File: config.mk
export PLATFORM = sky130hd
export DESIGN_NAME = uart_rx_ovs
export DESIGN_NICKNAME = d
export VERILOG_FILES = /design/src/rtl/uart_rx_ovs.sv
export SDC_FILE = /design/constraint.sdc
export NUM_CORES = 1
export LEC_CHECK = 0
export CAP_MARGIN = 0
export CORE_UTILIZATION = 53
export CTS_BUF_LIST = sky130_fd_sc_hd__clkbuf_4
export DETAILED_ROUTE_END_ITERATION = 8
export GPL_ROUTABILITY_DRIVEN = 0
export MAX_ROUTING_LAYER = met4
export PLACE_DENSITY = 0.86
export SYNTH_ARGS = -nofsm -noshare
export SYNTH_HDL_FRONTEND = slang
export SYNTH_SLANG_ARGS = --single-unit
export TNS_END_PERCENT = 5
File: constraint.sdc
create_clock -name CLK_I -period 2.02 [get_ports CLK_I]
set_clock_uncertainty 0.05 [all_clocks]
set_input_delay 0.303 -clock CLK_I [delete_from_list [all_inputs] [get_ports CLK_I]]
set_output_delay 0.303 -clock CLK_I [all_outputs]
set_load 0.1 [all_outputs]
File: src/rtl/uart_rx_ovs.sv
// uart_rx_ovs: oversampling UART receiver with majority vote, parity/framing/break flags and valid/ready holding register
module uart_rx_ovs #(
    parameter int CLK_HZ       = 27_000_000,
    parameter int BIT_RATE     = 115200,
    parameter int OVERSAMPLE   = 16,
    parameter int PAYLOAD_BITS = 8,
    parameter int PARITY       = 0,
    parameter int STOP_BITS    = 1
) (
    input  logic                    CLK_I,
    input  logic                    RST_I,
    input  logic                    RX_D_I,
    input  logic                    RX_EN_I,
    input  logic                    RX_RDY_I,
    output logic                    RX_VLD_O,
    output logic [PAYLOAD_BITS-1:0] RX_D_O,
    output logic                    RX_PERR_O,
    output logic                    RX_FERR_O,
    output logic                    RX_BREAK_O,
    output logic                    RX_OVR_O,
    output logic                    RX_BUSY_O
);
    localparam int DIV = (CLK_HZ + BIT_RATE * OVERSAMPLE / 2) / (BIT_RATE * OVERSAMPLE);
    localparam int DW  = DIV > 1 ? $clog2(DIV) : 1;
    localparam int SW  = $clog2(OVERSAMPLE);
    localparam int H   = OVERSAMPLE / 2;

    typedef enum logic [2:0] {IDLE, START, DATA, PAR, STOP, BRK} state_t;

    state_t                  r_st, w_nxt;
    logic [1:0]              r_sync;
    logic                    r_prev, r_m0, r_m1;
    logic [DW-1:0]           r_div;
    logic [SW-1:0]           r_s;
    logic [3:0]              r_bc;
    logic [PAYLOAD_BITS-1:0] r_sh, r_d;
    logic                    r_perr, r_ferr, r_allz;
    logic                    r_vld, r_pe, r_fe, r_bk, r_ovr;
    logic                    w_rxs, w_tick, w_dec, w_end, w_maj, w_start, w_brk, w_done, w_load;

    assign w_rxs   = r_sync[1];
    assign w_tick  = r_div == DW'(DIV - 1);
    assign w_dec   = w_tick && r_s == SW'(H + 1);
    assign w_end   = w_tick && r_s == SW'(OVERSAMPLE - 1);
    assign w_maj   = (r_m0 & r_m1) | (r_m0 & w_rxs) | (r_m1 & w_rxs);
    assign w_start = r_st == IDLE && RX_EN_I && r_prev && !w_rxs;
    assign w_brk   = r_allz & ~w_maj;
    assign w_load  = w_done && (!r_vld || RX_RDY_I);

    assign RX_VLD_O   = r_vld;
    assign RX_D_O     = r_d;
    assign RX_PERR_O  = r_pe;
    assign RX_FERR_O  = r_fe;
    assign RX_BREAK_O = r_bk;
    assign RX_OVR_O   = r_ovr;
    assign RX_BUSY_O  = r_st != IDLE;

    // synchroniser, edge history, tick/sample counters and majority captures
    always_ff @(posedge CLK_I) begin
        if (RST_I) begin
            r_sync <= 2'b11;
            r_prev <= 1'b1;
            r_div  <= '0;
            r_s    <= '0;
            r_m0   <= 1'b1;
            r_m1   <= 1'b1;
        end else begin
            r_sync <= {r_sync[0], RX_D_I};
            r_prev <= w_rxs;
            r_div  <= (w_start || w_tick) ? '0 : r_div + DW'(1);
            if (w_start) r_s <= '0;
            else if (w_tick) r_s <= (r_s == SW'(OVERSAMPLE - 1)) ? '0 : r_s + SW'(1);
            if (w_tick && r_s == SW'(H - 1)) r_m0 <= w_rxs;
            if (w_tick && r_s == SW'(H)) r_m1 <= w_rxs;
        end
    end

    // state register
    always_ff @(posedge CLK_I) begin
        r_st <= RST_I ? IDLE : w_nxt;
    end

    // next-state and frame-completion decode; disable aborts the frame
    always_comb begin
        w_nxt  = r_st;
        w_done = 1'b0;
        if (!RX_EN_I) w_nxt = IDLE;
        else case (r_st)
            IDLE:  if (w_start) w_nxt = START;
            START: if (w_dec && w_maj) w_nxt = IDLE;
                   else if (w_end) w_nxt = DATA;
            DATA:  if (w_end && r_bc == 4'(PAYLOAD_BITS - 1)) w_nxt = (PARITY != 0) ? PAR : STOP;
            PAR:   if (w_end) w_nxt = STOP;
            STOP:  if (w_dec && r_bc == 4'(STOP_BITS - 1)) begin
                       w_done = 1'b1;
                       w_nxt  = w_brk ? BRK : IDLE;
                   end
            BRK:   if (w_rxs) w_nxt = IDLE;
            default: w_nxt = IDLE;
        endcase
    end

    // frame datapath: bit counter, shift register, parity/framing/break accumulation
    always_ff @(posedge CLK_I) begin
        if (RST_I || w_start) begin
            r_bc   <= '0;
            r_sh   <= '0;
            r_perr <= 1'b0;
            r_ferr <= 1'b0;
            r_allz <= 1'b1;
        end else begin
            if (r_st != w_nxt) r_bc <= '0;
            else if (w_end && (r_st == DATA || r_st == STOP)) r_bc <= r_bc + 4'd1;
            if (w_dec && r_st == DATA) r_sh <= {w_maj, r_sh[PAYLOAD_BITS-1:1]};
            if (w_dec && r_st == PAR) r_perr <= (PARITY == 1) ? (w_maj ^ (^r_sh)) : ~(w_maj ^ (^r_sh));
            if (w_dec && r_st == STOP) r_ferr <= r_ferr | ~w_maj;
            if (w_dec && (r_st == DATA || r_st == PAR || r_st == STOP)) r_allz <= r_allz & ~w_maj;
        end
    end

    // holding register with valid/ready handshake and overrun pulse
    always_ff @(posedge CLK_I) begin
        if (RST_I) begin
            r_vld <= 1'b0;
            r_d   <= '0;
            r_pe  <= 1'b0;
            r_fe  <= 1'b0;
            r_bk  <= 1'b0;
            r_ovr <= 1'b0;
        end else begin
            r_ovr <= w_done && r_vld && !RX_RDY_I;
            if (w_load) begin
                r_vld <= 1'b1;
                r_d   <= r_sh;
                r_pe  <= r_perr;
                r_fe  <= r_ferr | ~w_maj;
                r_bk  <= w_brk;
            end else if (RX_RDY_I) r_vld <= 1'b0;
        end
    end
endmodule

==> results of run 1 <==
==> state kept, by name, summed over array words and instances, names as in the netlist, 2 cells and up <==
register,count
RX_D_O,8
r_sh,8
r_bc,4
r_div,4
r_s,4
r_st,3
r_sync,2
==> stage by stage <==
stage	setup slack [ns]	hold slack [ns]	cells
4_1_cts	-0.000712	0.377	299
6_report	0.0446	0.375	301
5_1_grt	-0.0516	0.391	301
2_1_floorplan	0.0622	0.339	216
3_5_place_dp	-0.216	0.345	291
3_3_place_gp	-0.0986	0.342	291
==> worst max path at each step <==
| stage | start | depth (start not counted) | endpoint | slack [ns] |
|---|---|---|---|---|
| 6_report | r_div[0]$_SDFF_PP0_ | 7 | r_bc[3]$_SDFFE_PP0P_ | 0.04 |
| 5_1_grt | r_bc[0]$_SDFFE_PP0P_ | 8 | RX_FERR_O$_SDFFE_PP0P_ | -0.05 |
| 4_1_cts | r_div[0]$_SDFF_PP0_ | 7 | r_bc[3]$_SDFFE_PP0P_ | -0.0007 |
| 3_5_place_dp | RX_EN_I | 6 | r_bc[0]$_SDFFE_PP0P_ | -0.22 |
| 3_3_place_gp | RX_EN_I | 6 | r_bc[2]$_SDFFE_PP0P_ | -0.1 |
| 2_1_floorplan | RX_VLD_O$_SDFFE_PP0P_ | 5 | RX_BREAK_O$_SDFFE_PP0P_ | 0.06 |
==> area by class of cell <==
cell class | instances | share of cell area (%)
multi-input combinational | 155 | 46.5
sequential | 44 | 35.2
timing repair buffer | 38 | 12.4
tap | 48 | 2.39
clock buffer | 5 | 1.49
inverter | 8 | 1.19
clock inverter | 3 | 0.747
==> power groups by stage <==
stage / combinational, W / clock, W / sequential, W
after detailed placement: 0.0000666 / 0 / 0.000902
after global routing: 0.0000794 / 0.000471 / 0.000885
after floorplan: 0.0000398 / 0 / 0.000900
final: 0.0000732 / 0.000426 / 0.000883
after CTS: 0.0000692 / 0.000432 / 0.000883
after global placement: 0.0000637 / 0 / 0.000901
==> kinds of logic after synthesis <==
| family | count (synthesis) | share of synthesized area (%) |
|---|---|---|
| and+or+nand+nor | 80 | 21.9 |
| adders and majority gates | 9 | 5.21 |
| DFF | 44 | 42.1 |
| muxes | 22 | 10.8 |
| AOI/OAI and AO/OA | 27 | 9.34 |
| xor gates and xnor gates | 17 | 7.12 |
| buffers and inverters | 17 | 3.53 |
==> cell usage in the layout (no fill, tap or decap), drive strengths merged, types with 2 or more instances in the layout <==
| master | count |
|---|---|
| clkinvlp | 2 |
| inv | 8 |
| mux2i | 21 |
| a21oi | 7 |
| nand3 | 5 |
| xnor2 | 12 |
| nor3 | 6 |
| nand4 | 4 |
| or2 | 4 |
| maj3 | 2 |
| clkdlybuf4s50 | 4 |
| dfxtp | 44 |
| nand2 | 7 |
| clkbuf | 5 |
| nor2 | 30 |
| buf | 34 |
| nor2b | 4 |
| nand2b | 5 |
| ha | 7 |
| xor2 | 5 |
| o21ai | 4 |
| nor3b | 2 |
| a211oi | 6 |
| and3 | 3 |
==> critical path: cells and delay by family (launching register included) <==
kind	cells	cell delay (ns)
AOI/OAI and AO/OA	2	0.62
adders and majority gates	1	0.23
buffers and inverters	1	0.04
DFF	1	0.36
muxes	1	0.37
and+or+nand+nor	2	0.23
==> routing by layer <==
layer / GRT usage (%) / part of all wire, % / vias up
met4: 9.72 / 2.1 / 0
li1: - / - / 821
met2: 35.9 / 50 / 39
met1: 26.3 / 45 / 788
met3: 5.28 / 3.4 / 8
met5: - / 0 / -
==> what timing repair did <==
| item | 4_1_cts | 5_1_grt |
|---|---|---|
| setup endpoints to repair | 2 | 15 |
| pin swaps | 2 | 3 |
| resized for setup | 4 | 8 |
| buffers inserted | 0 | 2 |
| hold buffers | 0 | 0 |
==> out/summary.txt, run 1 <==
post-synth top area cell: dfxtp_1
layout net count: 264
asr flop ratio synth: 0%
Flop pwr share: 63.9%
slew margin rel.: 67.7%
Tcrit/Tclk final: 97.8%
Final ANT Viol Nets: 0
Final Power: 0.00138 W
Gate Count Post-Synth: 216
GR Util All Layers: 22.3%
MaxCap Viol Count: 0
kind of end point of the critical path: flop
critical hold path startpoint: r_sync[0]$_SDFF_PP1_
#FFs+latches synth: 44
Sequential Area: 886 um2
f_max: 506 MHz
ratio of cells with drive above 1 in the final layout: 24.9%
# rows: 22
top cells by area, synth: dfxtp_1 (42%), mux2i_1 (10%), nor2_1 (5.4%)
Worst EP required: 2.26 ns
fin util: 67.6%
Die H: 64.8 um
Synthesized Nets: 228
Mean Syn Cell Area: 9.68 um2
CTS Sinks: 44
worst path cell trace: inv_1 -> ha_1 -> nand3_4 -> nor2_1 -> o41ai_2 -> mux2_4 -> a211oi_1
Worst EP arrival: 2.22 ns
clock root cell: clkbuf_4
switching share of power: 24.7%
max-slew violations: 0
crit path launch type: flop
Max stage delay cell, worst path: o41ai_2
Clock Tree Buf Depth: 2
final wirelength: 4.22 mm
dpl hpwl: 3.02 mm
fill count: 300
RSZ-0062 raised after global routing: true
vias in the first global route: 1524
vias per cell: 5.50
initial antenna violation count: 0
Sum Neg Setup Slack: 0 ns
antenna fix cells: 0
Psw: 0.000342 W
Clock power frac: 30.8%
number of synthesized flops with an enable pin: 0
part of the power in combinational logic: 5.3%
Worst-Skew Late Latency: 0.36 ns
die area: 4200 um2
chip width: 64.8 um
placed inst area: 2400 um2
H-Tree Depth: 2
Final Hold Fails: 0
core region area: 3720 um2
yosys warns: 0
outcome: complete, no violations
Power Dens Cells: 550 nW/um2
DRC Markers: 0
first-pass GRT wire length: 6.87 mm
Reg2Reg Setup Slack: 0.04 ns
most common cell in the synthesized netlist: dfxtp_1
leakage: 1.03 nW
Crit Path Max Fanout: 6
Congestion Overflow GR: 0
peak supply drop: 399 uV
area share of the largest cell type after synthesis: 42.1%
Yosys cell types: 48
footprint of the multi-input gates: 1170 um2
setup violators final: 0
IO Count: 19
WHS Endpoint: r_sync[1]$_SDFF_PP1_
WS Path Type: reg2reg
WL/cell: 14.0 um
dominant synthesized flop cell: dfxtp_1
Iter 0 DRT Violations: 93
final instance area: 2510 um2
crit-path max cell delay: 0.40 ns
Critical R2R Launch: r_div[0]$_SDFF_PP0_
Reg2Reg Depth: 7
via count: 1656
reg2reg end: r_bc[3]$_SDFFE_PP0P_
P_int: 0.00104 W
Synth-to-Final Area Change: 20.2%
Post-synth top cells: dfxtp_1 (44), nor2_1 (30), mux2i_1 (21)
Num CTS Buffers: 5
Slew @ Worst Pin: 0.484 ns
TritonCTS clock tree: done
min-delay worst type: reg2reg
# port buffers: 18
clk slew on worst S/H paths: 0.14 ns
crit path time final: 1.98 ns
synthesized area: 2090 um2
largest net degree at the start of global routing: 21
sequential area share after synthesis: 42.1%
DRT Pass-1 Iters: 4
initial core utilization: 56.3%
worst hold stages: 1
No activity file was read; power rests on OpenSTA's default activity.
==> inputs of run 2 (changes only) <==
--- a/config.mk
+++ b/config.mk
@@ -8,6 +8,7 @@
 export CAP_MARGIN = 0
 export CORE_UTILIZATION = 53
 export CTS_BUF_LIST = sky130_fd_sc_hd__clkbuf_4
+export CTS_CLUSTER_DIAMETER = 100
 export DETAILED_ROUTE_END_ITERATION = 8
 export GPL_ROUTABILITY_DRIVEN = 0
 export MAX_ROUTING_LAYER = met4
==> results of run 2 <==
Same layout as run 1: the final DEF is identical, and so are final timing and power.
==> inputs of run 3 (changes only) <==
--- a/config.mk
+++ b/config.mk
@@ -12,7 +12,7 @@
 export DETAILED_ROUTE_END_ITERATION = 8
 export GPL_ROUTABILITY_DRIVEN = 0
 export MAX_ROUTING_LAYER = met4
-export PLACE_DENSITY = 0.86
+export PLACE_DENSITY_LB_ADDON = 0.1
 export SYNTH_ARGS = -nofsm -noshare
 export SYNTH_HDL_FRONTEND = slang
 export SYNTH_SLANG_ARGS = --single-unit
==> constraint.sdc (replaced) <==
create_clock -name CLK_I -period 2.02 [get_ports CLK_I]
set_clock_uncertainty 0.05 [all_clocks]
set_input_delay 0.303 -clock CLK_I [delete_from_list [all_inputs] [get_ports CLK_I]]
set_output_delay 0.303 -clock CLK_I [all_outputs]
set_load 0.05 [all_outputs]
==> run 3 against run 2 <==
  * Clock power up 20%
  * Sequential share of layout area down 1.0 points
  * Sequential cell count unchanged
==> out/summary.txt, run 3 (synthesis results as in run 1) <==
min-delay worst type: reg2reg
WL/cell: 14.7 um (+4.7%)
GR Util All Layers: 23.6% (+1.3 points)
clock root cell: clkbuf_4
Worst EP arrival: 2.17 ns (-0.05 ns)
clk slew on worst S/H paths: 0.12 ns (-0.02 ns)
# port buffers: 18 (unchanged)
crit path launch type: flop
RSZ-0062 raised after global routing: true
Num CTS Buffers: 5 (unchanged)
initial core utilization: 56.3% (unchanged)
H-Tree Depth: 2 (unchanged)
dpl ws: -0.178 ns (+0.0375 ns)
# rows: 22 (unchanged)
Iter 0 DRT Violations: 45 (-52%)
Final ANT Viol Nets: 0 (unchanged)
chip width: 64.8 um (unchanged)
Critical R2R Launch: r_s[1]$_SDFFE_PP0P_
dpl hpwl: 3.18 mm (+5.2%)
DRT Pass-1 Iters: 4 (unchanged)
Die H: 64.8 um (unchanged)
DRC Markers: 0 (unchanged)
Final Hold Fails: 0 (unchanged)
first-pass GRT wire length: 7.27 mm (+5.8%)
CTS Sinks: 44 (unchanged)
Synth-to-Final Area Change: 24.1%
Final Power: 0.00146 W (+5.9%)
Worst EP required: 2.25 ns (about the same)
Congestion Overflow GR: 0 (unchanged)
vias per cell: 5.49 (-0.27%)
core region area: 3720 um2 (unchanged)
kind of end point of the critical path: flop
Sum Neg Setup Slack: 0 ns (unchanged)
slew margin rel.: 66.0% (-1.7 points)
largest net degree at the start of global routing: 21 (unchanged)
outcome: complete, no violations
critical hold path startpoint: r_sync[0]$_SDFF_PP1_
via count: 1657 (+0.060%)
leakage: 1.02 nW (-0.34%)
setup violators final: 0 (unchanged)
MaxCap Viol Count: 0 (unchanged)
Slew @ Worst Pin: 0.508 ns (+0.0243 ns)
Crit Path Max Fanout: 4 (-2)
fin util: 69.8% (+2.2 points)
layout net count: 267 (+1.1%)
crit path time final: 1.93 ns (-0.0417 ns)
ratio of cells with drive above 1 in the final layout: 22.4% (-2.5 points)
initial antenna violation count: 0 (unchanged)
Tcrit/Tclk final: 95.7% (-2.1 points)
WS Path Type: reg2reg
TritonCTS clock tree: done
final wirelength: 4.43 mm (+5.0%)
Worst-Skew Late Latency: 0.35 ns (about the same)
commonest non-fill, non-tap cells in the layout: dfxtp_1 (40), nor2_1 (29), buf_4 (23)
f_max: 517 MHz (+2.2%)
Clock Tree Buf Depth: 2 (unchanged)
most common cell after layout, fill and taps aside: dfxtp_1
CTS Hold Bufs: 0 (unchanged)
Final Worst Setup Slack: 0.0863 ns (+0.0417 ns)
Critical Path Start: r_s[1]$_SDFFE_PP0P_
max-slew violations: 0 (unchanged)
die area: 4200 um2 (unchanged)
IO Count: 19 (unchanged)
peak supply drop: 425 uV (+6.5%)
vias in the first global route: 1623 (+6.5%)
Power Dens Cells: 564 nW/um2 (+2.6%)
antenna fix cells: 0 (unchanged)
-- run 3: changes by cell type in the layout (fill, tap and decap cells not counted), moves of 2 or more --
cell,change
ha_1,-2
clkdlybuf4s50_1,+13
clkinvlp_4,-2
buf_4,-9
-- run 3: worst max-delay path: stages, from the launching register on --
cell      delay [ns]
dfxtp_2         0.37
inv_2           0.06
ha_4            0.15
nand3b_1        0.22
nor4b_2         0.10
o41ai_2         0.32
mux2_4          0.37
a211oi_1        0.22
-- run 3: timing repair --
| action | in CTS | in global routing |
|---|---|---|
| buffers inserted | 0 | 3 |
| pin swaps | 1 | 8 |
| gates resized for setup | 3 | 16 |
| hold endpoints to repair | 0 | 0 |
| setup endpoints to repair | 2 | 15 |
-- run 3: final timing paths --
check / slack, ns / end / depth (start not counted)
setup reg to reg: 0.09 / r_bc[3]$_SDFFE_PP0P_ / 7
setup / recovery: 0.09 / r_bc[3]$_SDFFE_PP0P_ / 7
hold / removal: 0.37 / r_sync[1]$_SDFF_PP1_ / 1
hold reg to reg: 0.37 / r_sync[1]$_SDFF_PP1_ / 1
-- run 3: where the power goes --
group | internal [W] | switching (W)
logic | 0.0000321 | 0.0000383
registers | 0.000874 | 0.00000712
clock network | 0.000248 | 0.000265
-- run 3: metrics by stage --
stage,hold slack (ns),cells,instance area [um2]
2_1_floorplan,0.339,216,2090
3_3_place_gp,0.350,293,2430
3_5_place_dp,0.345,293,2430
4_1_cts,0.373,299,2520
5_1_grt,0.393,302,2590
6_report,0.371,302,2590
-- run 3: metal layers --
| metal | up-vias | track usage (%) | part of all wire, % |
|---|---|---|---|
| met3 | 8 | 5.46 | 3.0 |
| met5 | - | - | 0 |
| met1 | 794 | 26.7 | 44 |
| met2 | 27 | 40.5 | 51 |
| li1 | 828 | - | - |
| met4 | 0 | 8.61 | 1.5 |
-- run 3: final cells by class --
type,count,area (um2)
multi-input combinational,155,1190
fill,286,1120
sequential,44,888
timing repair buffer,41,354
tap,48,60.1
clock buffer,5,37.5
clock inverter,1,30.0
inverter,8,30.0
